<file path="config.mk">
export PLATFORM = sky130hd
export DESIGN_NAME = uart_tx_sequencer_flat
export DESIGN_NICKNAME = d
export VERILOG_FILES = /design/src/rtl/uart_tx_sequencer_if.sv /design/src/rtl/uart_tx_sequencer.sv /design/src/flat_wrapper.sv
export SDC_FILE = /design/constraint.sdc
export NUM_CORES = 1
export LEC_CHECK = 0
export CORE_MARGIN = 2
export CORE_UTILIZATION = 25
export CTS_CLUSTER_SIZE = 20
export DETAILED_ROUTE_END_ITERATION = 12
export HOLD_SLACK_MARGIN = 0.1
export SETUP_SLACK_MARGIN = 0.4
export SYNTH_ARGS = -nofsm -noshare
export SYNTH_HDL_FRONTEND = slang
export SYNTH_SLANG_ARGS = --single-unit
</file>
<file path="constraint.sdc">
create_clock -name clk -period 3.92 [get_ports clk]
set_input_delay 0.784 -clock clk [delete_from_list [all_inputs] [get_ports clk]]
set_output_delay 0.784 -clock clk [all_outputs]
set_load 0.005 [all_outputs]
</file>
<file path="src/rtl/uart_tx_sequencer_if.sv">
// Transmit-source handshake between a word producer and the UART frame sequencer.
interface uart_tx_sequencer_if #(
  parameter int DATA_BITS = 8
);
  logic [DATA_BITS-1:0] tx_data;
  logic                 tx_valid;
  logic                 tx_ready;

  modport master (output tx_data, output tx_valid, input tx_ready);
  modport slave  (input tx_data, input tx_valid, output tx_ready);
endinterface

</file>
<file path="src/rtl/uart_tx_sequencer.sv">
// UART frame sequencer: start, LSB-first data, optional parity, stop bits, one bit per
// timer tick, with one timer_start pulse on accept and one timer_stop pulse on frame end.
module uart_tx_sequencer #(
  parameter int DATA_BITS  = 8,
  parameter bit PARITY_EN  = 1'b0,
  parameter bit PARITY_ODD = 1'b0,
  parameter int STOP_BITS  = 1
) (
  input  logic                clk,
  input  logic                rst,
  uart_tx_sequencer_if.slave  bus,
  input  logic                tick,
  output logic                tx,
  output logic                busy,
  output logic                timer_start,
  output logic                timer_stop,
  output logic                frame_done
);
  localparam int CW = $clog2(DATA_BITS);

  typedef enum logic [2:0] {IDLE, START, DATA, PARITY, STOP} state_t;

  state_t               state_q, state_d;
  logic [DATA_BITS-1:0] shift_q, shift_d;
  logic [CW-1:0]        cnt_q, cnt_d;
  logic                 par_q, par_d;
  logic                 tx_q, tx_d;
  logic                 ready_q, ready_d;
  logic                 busy_q, busy_d;
  logic                 start_q, start_d;
  logic                 stop_q, stop_d;
  logic                 done_q, done_d;

  always_ff @(posedge clk or posedge rst) begin
    if (rst) begin
      state_q <= IDLE;
      shift_q <= '0;
      cnt_q   <= '0;
      par_q   <= 1'b0;
      tx_q    <= 1'b1;
      ready_q <= 1'b1;
      busy_q  <= 1'b0;
      start_q <= 1'b0;
      stop_q  <= 1'b0;
      done_q  <= 1'b0;
    end else begin
      state_q <= state_d;
      shift_q <= shift_d;
      cnt_q   <= cnt_d;
      par_q   <= par_d;
      tx_q    <= tx_d;
      ready_q <= ready_d;
      busy_q  <= busy_d;
      start_q <= start_d;
      stop_q  <= stop_d;
      done_q  <= done_d;
    end
  end

  // Next-state values are the registered outputs for the following cycle, so each
  // output shows the new bit right after the tick edge with no extra latency.
  always_comb begin
    state_d = state_q;
    shift_d = shift_q;
    cnt_d   = cnt_q;
    par_d   = par_q;
    tx_d    = tx_q;
    ready_d = ready_q;
    busy_d  = busy_q;
    start_d = 1'b0;
    stop_d  = 1'b0;
    done_d  = 1'b0;
    unique case (state_q)
      IDLE: begin
        tx_d    = 1'b1;
        ready_d = 1'b1;
        busy_d  = 1'b0;
        if (bus.tx_valid && ready_q) begin
          shift_d = bus.tx_data;
          par_d   = (^bus.tx_data) ^ PARITY_ODD;
          cnt_d   = '0;
          state_d = START;
          tx_d    = 1'b0;
          ready_d = 1'b0;
          busy_d  = 1'b1;
          start_d = 1'b1;
        end
      end
      START: begin
        if (tick) begin
          state_d = DATA;
          tx_d    = shift_q[0];
          cnt_d   = '0;
        end
      end
      DATA: begin
        if (tick) begin
          if (cnt_q == CW'(DATA_BITS - 1)) begin
            cnt_d = '0;
            if (PARITY_EN) begin
              state_d = PARITY;
              tx_d    = par_q;
            end else begin
              state_d = STOP;
              tx_d    = 1'b1;
            end
          end else begin
            shift_d = shift_q >> 1;
            tx_d    = shift_q[1];
            cnt_d   = cnt_q + CW'(1);
          end
        end
      end
      PARITY: begin
        if (tick) begin
          state_d = STOP;
          tx_d    = 1'b1;
          cnt_d   = '0;
        end
      end
      STOP: begin
        tx_d = 1'b1;
        if (tick) begin
          if (cnt_q == CW'(STOP_BITS - 1)) begin
            state_d = IDLE;
            cnt_d   = '0;
            ready_d = 1'b1;
            busy_d  = 1'b0;
            stop_d  = 1'b1;
            done_d  = 1'b1;
          end else begin
            cnt_d = cnt_q + CW'(1);
          end
        end
      end
      default: begin
        state_d = IDLE;
        tx_d    = 1'b1;
        ready_d = 1'b1;
        busy_d  = 1'b0;
      end
    endcase
  end

  assign bus.tx_ready = ready_q;
  assign tx           = tx_q;
  assign busy         = busy_q;
  assign timer_start  = start_q;
  assign timer_stop   = stop_q;
  assign frame_done   = done_q;
endmodule

</file>
<file path="src/flat_wrapper.sv">
// flat-port wrapper written by rule: the top's interface ports become plain ports
module uart_tx_sequencer_flat 
#(
  parameter int DATA_BITS  = 8,
  parameter bit PARITY_EN  = 1'b0,
  parameter bit PARITY_ODD = 1'b0,
  parameter int STOP_BITS  = 1
)
  (clk, rst, tick, tx, busy, timer_start, timer_stop, frame_done, bus_tx_data, bus_tx_valid, bus_tx_ready);
  uart_tx_sequencer_if #(.DATA_BITS(DATA_BITS)) bus_i ();
  input  logic clk;
  input  logic rst;
  input  logic tick;
  output logic tx;
  output logic busy;
  output logic timer_start;
  output logic timer_stop;
  output logic frame_done;
  input wire logic [$bits(bus_i.tx_data)-1:0] bus_tx_data;
  input wire logic [$bits(bus_i.tx_valid)-1:0] bus_tx_valid;
  output wire logic [$bits(bus_i.tx_ready)-1:0] bus_tx_ready;
  assign bus_i.tx_data = bus_tx_data;
  assign bus_i.tx_valid = bus_tx_valid;
  assign bus_tx_ready = bus_i.tx_ready;
  uart_tx_sequencer #(.DATA_BITS(DATA_BITS), .PARITY_EN(PARITY_EN), .PARITY_ODD(PARITY_ODD), .STOP_BITS(STOP_BITS)) u_core (.clk(clk), .rst(rst), .bus(bus_i), .tick(tick), .tx(tx), .busy(busy), .timer_start(timer_start), .timer_stop(timer_stop), .frame_done(frame_done));
endmodule
</file>
==> out/qor.yml, run 1 <==
outcome:
  outcome: "completed"
global_routing:
  grt_pass1_vias: 774
  grt_max_degree: 20
  grt_usage: 0.0957
  overflow: 0
  grt_pass1_wl_um: 3330
  grt_antenna_before_repair: 0
detailed_routing:
  firstDrtPassIters: 4
  num_vias: 771
  drt-total-wl_um: 1990
  drtAntennaViolNets: 0
  dr.first_iter.drc_count: 67
  route.detailed.drc: 0
  viasPerCell: 4.56
  routedWlPerCell_um: 11.8
pwr:
  p_leak_nw: 0.561
  seqPwrFrac: 0.413
  fin_total_pwr_mw: 0.885
  powerDensity_nw_per_um2: 691
  power.internal_mw: 0.564
  comb_power_share: 0.435
  switchingPower_mw: 0.321
  vdd_drop_max_v: 0.000231
  clkPwrFrac: 0.152
  switching_share: 0.363
place:
  port_buffers: 17
  place.gp.congestion: 0.828
  place_hpwl_um: 1490
floorplanning:
  die-area_sq_um: 4700
  die_w_um: 68.5
  boundaryPins: 18
  start_util: 0.260
  die_height_um: 68.5
  design.core.area_sq_um: 4000
  rows: 23
clocking:
  cts.sinks: 19
  clk_pin_slew_ns: 0.07
  post_cts.repair.setup_buffers: 0
  cts.path.max_buffers: 2
  clk_latency_ns: 0.25
  cts.htree.levels: 1
  cts_resized: 0
  cts_tree: "yes"
  cts_root_buf: "clkbuf_8"
  numCtsBuffers: 3
  hold_buffers: 0
setup_path:
  crit_family: "flip-flops"
  cp.required_ns: 3.14
  worstPathMaxFanout: 6
  startpoint_type: "register"
  end_kind: "primary output"
  crit_buf_inv: 1
  crit_type: "reg2out"
  critPathSlowestCell: "dfstp_2"
  max_stage_delay_ns: 0.60
  cp.arrival_ns: 1.36
  crit_path_cell_trace: "clkdlybuf4s50_1"
final_layout:
  area_growth_pct: 23.0
  final_nets: 135
  n_fill_cell: 404
  num_antenna_cells: 0
  final_cell_mix: "17 x clkdlybuf4s50_1, 17 x dfrtp_1, 13 x nand2_1, 13 x o21ai_0"
  drive_above_1_share: 0.126
timing:
  period_minus_slack_ns: 2.15
  relSlewSlack: 0.518
  holdWs_ns: 0.479
  timing.setup.tns_ns: 0
  rsz0062_at_grt: "no"
  drv_slew: 0
  period_share: 0.548
  finClkSkew_ns: 0.00157
  worst_pin_slew_ns: 0.722
  final_hold_viol_count: 0
  fmax_mhz: 466
  final-setup-viol-count: 0
logic_synthesis:
  synthMuxAreaShare: 0.0998
  syn_area_sq_um: 1040
  synth_top_family_by_area: "simple AND/OR/NAND/NOR gates"
  synth_compound_area_frac: 0.159
  syn-instance-count: 104
  syn_avg_cell_area_sq_um: 10.0
  synth_warnings: 0
  yosysSeqAreaShare: 0.459
  synth.distinct_cells: 32
  synthXorXnorAreaFrac: 0
  synth_fa_ha_area_frac: 0.0361
  synth_nets: 119
  synthSimpleGateAreaFrac: 0.177
  ys_ff_latch: 19
job:
  maxCapViolCount: 0
min_path:
  hp-class: "reg2reg"
## cell families after synthesis
| logic type | after synthesis |
|---|---|
| DFF | 19 |
| AOI/OAI and AO/OA | 26 |
| muxes | 10 |
| and+or+nand+nor | 32 |
| adders and majority gates | 3 |
| buffers and inverters | 14 |
## through the flow
stage	setup WS (ns)	std cells	instance area, sq um	util
2_1_floorplan	2.14	104	1040	-
6_report	1.77	169	1280	0.320
5_1_grt	1.71	169	1280	0.320
4_1_cts	1.76	169	1280	0.320
3_5_place_dp	1.58	165	1230	0.309
3_3_place_gp	1.61	165	1230	0.309
## cell type report
cell class | instances | area, sq um | area share
multi-input cells | 71 | 490 | 0.383
flip-flops and latches | 19 | 478 | 0.373
well taps | 50 | 62.6 | 0.0489
inverters | 7 | 26.3 | 0.0205
repair buffers | 18 | 178 | 0.139
clock buffers | 4 | 45.0 | 0.0352
## cell usage after synthesis
library cell / instances / area, sq um
o21a_1: 1 / 7.51
nand2b_1: 4 / 25.0
ha_1: 3 / 37.5
nand2_1: 13 / 48.8
nand3b_4: 1 / 20.0
or3_4: 1 / 11.3
mux2_2: 3 / 33.8
dfstp_2: 2 / 52.6
a211o_2: 1 / 10.0
and2_4: 1 / 8.76
nor3b_1: 2 / 15.0
o22a_2: 1 / 10.0
buf_4: 2 / 15.0
nor3_1: 1 / 5.00
inv_1: 7 / 26.3
o2111ai_1: 1 / 8.76
dfrtp_1: 17 / 425
nand3_1: 2 / 10.0
nand3b_1: 2 / 15.0
a22o_1: 1 / 8.76
a21oi_1: 4 / 20.0
a31oi_1: 1 / 6.26
buf_2: 4 / 20.0
or4_1: 1 / 7.51
o21ai_0: 13 / 65.1
nor2_1: 3 / 11.3
buf_6: 1 / 11.3
mux2i_1: 7 / 70.1
a2bb2oi_1: 1 / 8.76
a21o_1: 1 / 7.51
nor4_1: 1 / 6.26
a211oi_2: 1 / 12.5
## state kept, by name (all words and copies together) (netlist names)
signal / cells
u_core.shift_q: 8
u_core.cnt_q: 3
u_core.state_q: 3
u_core.bus.tx_ready: 1
u_core.busy: 1
u_core.timer_start: 1
u_core.timer_stop: 1
u_core.tx: 1
## worst reg2reg max path, stage by stage, from the launching register on
cell and delay, ns:
dfrtp_1 0.53, nor2_1 0.34, mux2_2 0.41, and2_4 0.16
mux2_2 0.25
## power groups by stage
stage | Clock, mW | Sequential (mW) | Combinational, mW
after floorplan | 0 | 0.332 | 0.324
after global placement | 0 | 0.365 | 0.373
after detailed placement | 0 | 0.370 | 0.387
after CTS | 0.138 | 0.366 | 0.391
after global routing | 0.149 | 0.380 | 0.431
final | 0.135 | 0.366 | 0.385
## path summary, 6_finish.rpt
kind | startpoint | endpoint | slack (ns) | cells after the start
worst min register to register | u_core.shift_q[4]$_DFFE_PP0P_ | u_core.shift_q[4]$_DFFE_PP0P_ | 0.48 | 2
max in group asynchronous | rst | u_core.cnt_q[2]$_DFFE_PP0P_ | 2.52 | 2
worst max register to register | u_core.state_q[0]$_DFFE_PP0P_ | u_core.cnt_q[0]$_DFFE_PP0P_ | 2.12 | 4
worst min-delay path | u_core.shift_q[4]$_DFFE_PP0P_ | u_core.shift_q[4]$_DFFE_PP0P_ | 0.48 | 2
worst max-delay path | u_core.bus.tx_ready$_DFFE_PP1P_ | bus_tx_ready | 1.77 | 1
min in group asynchronous | rst | u_core.shift_q[1]$_DFFE_PP0P_ | 0.95 | 2
## layer usage
layer	track usage	vias up	wire, um
li1	-	391	-
met1	0.102	366	881
met2	0.167	12	996
met3	0.0325	2	84
met4	0.0475	0	24
met5	0	-	0
Note: power is estimated with default switching activity, not from simulation.
==> run 2: changes to the inputs <==
- clock period: 3.92 -> 2.1 ns (I/O delays scaled with it)
==> run 2 against run 1 <==
  * Global-route usage grew 1.7 points
  * Worst setup slack lost 1.3 ns
  * Routed wire length grew 18%
  * Critical endpoint is now u_core.cnt_q[0]$_DFFE_PP0P_
  * Highest routed layer unchanged
  * Hold slack lost 0.00087 ns
  * Die area is the same
  * Critical path type is now reg2reg
  * Cell area grew 11%
  * Utilization grew 3.6 points
==> out/qor.yml, run 2 (same netlist as run 1, synthesis figures left out) <==
detailed_routing:
  drtAntennaViolNets: 0  # unchanged
  num_vias: 864  # was 771
  firstDrtPassIters: 4  # unchanged
  drt-total-wl_um: 2340  # was 1990 um
  route.detailed.drc: 0  # unchanged
  viasPerCell: 4.80  # was 4.56
  dr.first_iter.drc_count: 47  # was 67
  routedWlPerCell_um: 13.0  # was 11.8 um
final_layout:
  area_growth_pct: 36.7  # was 23.0%
  largest_reg_flops: 8  # unchanged
  final_cell_mix: "16 x dfrtp_1, 14 x clkdlybuf4s50_1, 10 x nand2_1, 10 x buf_4"  # was 17 x clkdlybuf4s50_1, 17 x dfrtp_1, 13 x nand2_1, 13 x o21ai_0
  n_fill_cell: 405  # was 404
  final_nets: 146  # was 135
  largestRegisters: "u_core.shift_q: 8 flops, u_core.cnt_q: 3 flops, u_core.state_q: 3 flops"  # unchanged
  layout_commonest_cell: "dfrtp_1"
  drive_above_1_share: 0.254  # was 0.126
  num_antenna_cells: 0  # unchanged
  final_cell_area_sq_um: 1420  # was 1280 sq um
  regMostFlops: "u_core.shift_q"  # unchanged
  final_util: 0.356  # was 0.320
  instances_no_fill: 180  # was 169
timing:
  holdWs_ns: 0.478  # was 0.479 ns
  relSlewSlack: 0.697  # was 0.518
  finClkSkew_ns: 0.00541  # was 0.00157 ns
  fmax_mhz: 597
  final-setup-viol-count: 0  # unchanged
  rsz0062_at_grt: "yes"  # was no
  drv_slew: 0  # unchanged
  period_minus_slack_ns: 1.68
  timing.setup.tns_ns: 0  # unchanged
  period_share: 0.798
  setup_slack_ns: 0.424  # was 1.77 ns
  final_hold_viol_count: 0  # unchanged
  worst_pin_slew_ns: 0.455  # was 0.722 ns
clocking:
  cts.htree.levels: 1  # unchanged
  cts_root_buf: "clkbuf_8"  # unchanged
  cts.sinks: 19  # unchanged
  numCtsBuffers: 3  # unchanged
  cts.path.max_buffers: 2  # unchanged
  clk_latency_ns: 0.26  # was 0.25 ns
  cts_tree: "yes"  # unchanged
  hold_buffers: 0  # unchanged
  clk_pin_slew_ns: 0.07  # about the same
global_routing:
  grt_max_degree: 20  # unchanged
  grt_usage: 0.113  # was 0.0957
  overflow: 0  # unchanged
  grt_pass1_vias: 827  # was 774
  grt_pass1_wl_um: 3870  # was 3330 um
  grt_antenna_before_repair: 0  # unchanged
setup_path:
  rr_startpoint: "u_core.bus.tx_ready$_DFFE_PP1P_"  # was u_core.state_q[0]$_DFFE_PP0P_
  reg2reg_depth: 5  # was 4
  rrSetupSlack_ns: 0.42  # was 2.12 ns
  end_kind: "register"  # was primary output
  cp.arrival_ns: 1.82  # was 1.36 ns
  worstPathMaxFanout: 4  # was 6
  r2r-end: "u_core.cnt_q[0]$_DFFE_PP0P_"  # unchanged
  crit_type: "reg2reg"  # was reg2out
  cp.required_ns: 2.24  # was 3.14 ns
  startpoint_type: "register"  # unchanged
floorplanning:
  die_w_um: 68.5  # unchanged
  boundaryPins: 18  # unchanged
  die-area_sq_um: 4700  # unchanged
  design.core.area_sq_um: 4000  # unchanged
  die_height_um: 68.5  # unchanged
  start_util: 0.260  # unchanged
  rows: 23  # unchanged
pwr:
  fin_total_pwr_mw: 1.86  # was 0.885 mW
  powerDensity_nw_per_um2: 1310  # was 691 nW/um^2
  switchingPower_mw: 0.693  # was 0.321 mW
  seqPwrFrac: 0.361  # was 0.413
  comb_power_share: 0.504  # was 0.435
  switching_share: 0.372  # was 0.363
  vdd_drop_max_v: 0.000349  # was 0.000231 V
  p_leak_nw: 0.621  # was 0.561 nW
  power.internal_mw: 1.17  # was 0.564 mW
  clkPwrFrac: 0.135  # was 0.152
job:
  maxCapViolCount: 0  # unchanged
min_path:
  hp-class: "in2async"  # was reg2reg
place:
  postPlaceCellArea_sq_um: 1260  # was 1230 sq um
  place.gp.congestion: 0.857  # was 0.828
  place_hpwl_um: 1570  # was 1490 um
  dp_slack_ns: 0.0993  # was 1.58 ns
  place_inst: 168  # was 165
  port_buffers: 17  # unchanged
outcome:
  outcome: "completed"  # unchanged
## run 2: changes by cell type in the layout (fill, tap and decap cells not counted), moves of 3 or more
cell             previous run  this run
clkdlybuf4s50_1            17        14
buf_4                       1        10
o21ai_0                    13         6
nand2_1                    13        10
nand2_2                     0         3
o21ai_1                     0         7
## run 2: final cells by class
| type | instances | area (sq um) | share of cell area |
|---|---|---|---|
| Sequential cell | 19 | 479 | 0.337 |
| Multi-Input combinational cell | 72 | 553 | 0.389 |
| Inverter | 7 | 26.3 | 0.0185 |
| Tap cell | 50 | 62.6 | 0.0440 |
| Timing Repair Buffer | 28 | 256 | 0.180 |
| Clock buffer | 4 | 45.0 | 0.0317 |
## run 2: repair_timing
item	4_1_cts	5_1_grt
pin swaps	1	13
gates cloned	1	0
endpoints found under the hold margin	0	0
buffers inserted	1	6
setup endpoints to repair	13	11
gates resized for setup	6	17
## run 2: worst max-delay path by stage
stage | cells past startpoint | endpoint | slack, ns | startpoint
floorplan | 7 | u_core.shift_q[0]$_DFFE_PP0P_ | 0.42 | u_core.cnt_q[0]$_DFFE_PP0P_
global placement | 5 | u_core.cnt_q[0]$_DFFE_PP0P_ | 0.15 | bus_tx_valid
detailed placement | 5 | u_core.cnt_q[0]$_DFFE_PP0P_ | 0.1 | bus_tx_valid
CTS | 6 | u_core.shift_q[5]$_DFFE_PP0P_ | 0.40 | u_core.cnt_q[0]$_DFFE_PP0P_
global route | 6 | u_core.shift_q[7]$_DFFE_PP0P_ | 0.36 | u_core.cnt_q[1]$_DFFE_PP0P_
finish | 5 | u_core.cnt_q[0]$_DFFE_PP0P_ | 0.42 | u_core.bus.tx_ready$_DFFE_PP1P_
## run 2: power by group through the flow
stage          combinational (mW)  clock, mW  sequential (mW)
2_1_floorplan               0.605          0            0.620
3_3_place_gp                0.737          0            0.659
3_5_place_dp                0.766          0            0.669
4_1_cts                     0.831      0.258            0.656
5_1_grt                      1.05      0.286            0.697
6_report                    0.937      0.252            0.672
## run 2: layer usage
layer  up-vias  wire (um)  GRT usage
met5         -          0          0
met4         0         53     0.0425
met3         4        119     0.0406
met2        24       1230      0.191
met1       424        939      0.130
li1        412          -          -
## run 2: worst max-delay path, stage by stage (launching register included)
cell and delay, ns:
dfstp_2 0.54, buf_6 0.11, nand3b_4 0.07, or3_4 0.43, and2_4 0.16, mux2_2 0.25
==> run 3: changes to the inputs <==
- clock period: 2.1 -> 1.5 ns (I/O delays scaled with it)
==> run 3 against run 2 <==
  * The flow now finishes with violations (negative setup slack)
  * Sequential cell count is the same
  * Die area did not move
  * Cell count up 8.3%
  * Clock skew fell by 0.0011 ns
  * Sequential share of layout area decreased by 3.2 points
  * Cell area rose by 11%
  * Count of clock-buffer cells in the layout stayed put
  * Total power rose by 55%
  * Routed wire length increased by 0.51%
  * Critical endpoint unchanged
  * Largest power group unchanged
  * Highest routed layer unchanged
==> out/qor.yml, run 3 (same netlist as run 1, synthesis figures left out) <==
timing:
  relSlewSlack: 0.836  # was 0.697
  final_hold_viol_count: 0  # unchanged
  drv_slew: 0  # unchanged
  worst_pin_slew_ns: 0.245  # was 0.455 ns
  fmax_mhz: 611  # was 597 MHz
  period_minus_slack_ns: 1.64  # was 1.68 ns
  final-setup-viol-count: 12  # was 0
  holdWs_ns: 0.361  # was 0.478 ns
  rsz0062_at_grt: "yes"  # unchanged
  finClkSkew_ns: 0.00426  # was 0.00541 ns
  setup_slack_ns: -0.136  # was 0.424 ns
  period_share: 1.09  # was 0.798
global_routing:
  grt_pass1_wl_um: 3960  # was 3870 um
  grt_max_degree: 20  # unchanged
  grt_pass1_vias: 908  # was 827
  grt_usage: 0.112  # was 0.113
  overflow: 0  # unchanged
  grt_antenna_before_repair: 0  # unchanged
clocking:
  hold_buffers: 0  # unchanged
  numCtsBuffers: 3  # unchanged
  clk_latency_ns: 0.25  # was 0.26 ns
  clk_pin_slew_ns: 0.07  # about the same
  cts_root_buf: "clkbuf_8"  # unchanged
  cts.path.max_buffers: 2  # unchanged
  cts.sinks: 19  # unchanged
  cts.htree.levels: 1  # unchanged
  cts_tree: "yes"  # unchanged
outcome:
  outcome: "finished with violations"  # was completed
  violations: "negative setup slack"
detailed_routing:
  route.detailed.drc: 0  # unchanged
  routed.top_layer: "met4"  # unchanged
  routedWlPerCell_um: 12.1  # was 13.0 um
  wl_met1_um: 1020  # was 939 um
  firstDrtPassIters: 4  # unchanged
  num_vias: 875  # was 864
  wl_met3_um: 110  # was 119 um
  viasPerCell: 4.49  # was 4.80
  drt-total-wl_um: 2360  # was 2340 um
  drtAntennaViolNets: 0  # unchanged
  dr.first_iter.drc_count: 27  # was 47
  wl_met2_um: 1220  # was 1230 um
final_layout:
  layout_commonest_cell: "buf_4"  # was dfrtp_1
  largestRegisters: "u_core.shift_q: 8 flops, u_core.cnt_q: 3 flops, u_core.state_q: 3 flops"  # unchanged
  multiInputGateArea_sq_um: 574  # was 553 sq um
  final_cell_mix: "19 x buf_4, 14 x dfrtp_1, 12 x nand2_1"  # was 16 x dfrtp_1, 14 x clkdlybuf4s50_1, 10 x nand2_1, 10 x buf_4
  num_antenna_cells: 0  # unchanged
  final_util: 0.394  # was 0.356
  register_area_sq_um: 482  # was 479 sq um
  area_growth_pct: 51.6  # was 36.7%
  drive_above_1_share: 0.441  # was 0.254
  final_nets: 161  # was 146
  n_fill_cell: 397  # was 405
  largest_reg_flops: 8  # unchanged
  regMostFlops: "u_core.shift_q"  # unchanged
floorplanning:
  start_util: 0.260  # unchanged
  die_w_um: 68.5  # unchanged
  die-area_sq_um: 4700  # unchanged
  boundaryPins: 18  # unchanged
  rows: 23  # unchanged
  die_height_um: 68.5  # unchanged
  design.core.area_sq_um: 4000  # unchanged
place:
  port_buffers: 17  # unchanged
  dp_slack_ns: -0.334  # was 0.0993 ns
  place.gp.congestion: 0.776  # was 0.857
  place_hpwl_um: 1680  # was 1570 um
pwr:
  vdd_drop_max_v: 0.000548  # was 0.000349 V
  powerDensity_nw_per_um2: 1830  # was 1310 nW/um^2
  p_leak_nw: 0.710  # was 0.621 nW
setup_path:
  crit_path_cell_trace: "buf_6 -> nand3b_4 -> or3_4 -> and2_4 -> mux2_2"  # unchanged
  cp.arrival_ns: 1.77  # was 1.82 ns
  crit_type: "reg2reg"  # unchanged
  cp.required_ns: 1.64  # was 2.24 ns
  reg2reg_depth: 5  # unchanged
  critPathSlowestCell: "dfstp_2"  # unchanged
  worstPathMaxFanout: 4  # unchanged
  startpoint_type: "register"  # unchanged
  max_stage_delay_ns: 0.55  # was 0.54 ns
  end_kind: "register"  # unchanged
job:
  maxCapViolCount: 0  # unchanged
min_path:
  hp-class: "in2async"  # unchanged
run 3: changes by cell type in the layout (fill, tap and decap cells not counted), sizes merged:
| cell | before | now |
|---|---|---|
| buf | 11 | 33 |
| dlygate4sd2 | 2 | 0 |
| clkdlybuf4s50 | 14 | 11 |
| dlymetal6s2s | 1 | 0 |
| a211o | 2 | 1 |
run 3: final timing paths:
check,endpoint,startpoint,slack (ns)
worst max-delay path,u_core.cnt_q[0]$_DFFE_PP0P_,u_core.bus.tx_ready$_DFFE_PP1P_,-0.14
worst min-delay path,u_core.shift_q[5]$_DFFE_PP0P_,rst,0.36
worst max register to register,u_core.cnt_q[0]$_DFFE_PP0P_,u_core.bus.tx_ready$_DFFE_PP1P_,-0.14
worst min register to register,u_core.busy$_DFFE_PP0P_,u_core.busy$_DFFE_PP0P_,0.48
max in group asynchronous,u_core.tx$_DFFE_PP1P_,rst,0.87
min in group clk,u_core.busy$_DFFE_PP0P_,u_core.busy$_DFFE_PP0P_,0.48
run 3: where the power goes:
part,leakage (nW),internal (mW),total (mW),switching [mW]
Clock,0.0228,0.188,0.345,0.156
Combinational,0.451,0.900,1.62,0.717
Sequential,0.236,0.754,0.922,0.168
run 3: layout make-up:
class                   instances  area share
well taps                      50      0.0397
flip-flops and latches         19       0.305
clock buffers                   4      0.0285
inverters                       7      0.0182
repair buffers                 44       0.244
multi-input cells              71       0.364
run 3: critical path: cells and delay by family, from the launching register on:
| kind | cells | cell delay [ns] |
|---|---|---|
| buffers and inverters | 1 | 0.10 |
| DFF | 1 | 0.55 |
| muxes | 1 | 0.25 |
| and+or+nand+nor | 3 | 0.63 |
run 3: metal layers:
metal / vias up / GRT usage
met5: - / 0
met4: 0 / 0.0375
met3: 2 / 0.0227
met2: 17 / 0.202
met1: 413 / 0.132
li1: 443 / -
run 3: metrics by stage:
step	std cells	setup TNS (ns)	total power [mW]	area, sq um
floorplan	104	-0.517	1.76	1060
global placement	183	-2.36	2.19	1390
detailed placement	183	-2.71	2.26	1390
CTS	189	-1.14	2.70	1470
global route	195	-1.94	3.12	1580
finish	195	-1.22	2.88	1580
run 3: repair_timing:
action	CTS	global route
buffers inserted	2	6
pin swaps	1	9
gates cloned	0	0
setup endpoints to repair	24	21
endpoints found under the hold margin	0	0
gates resized for setup	41	20
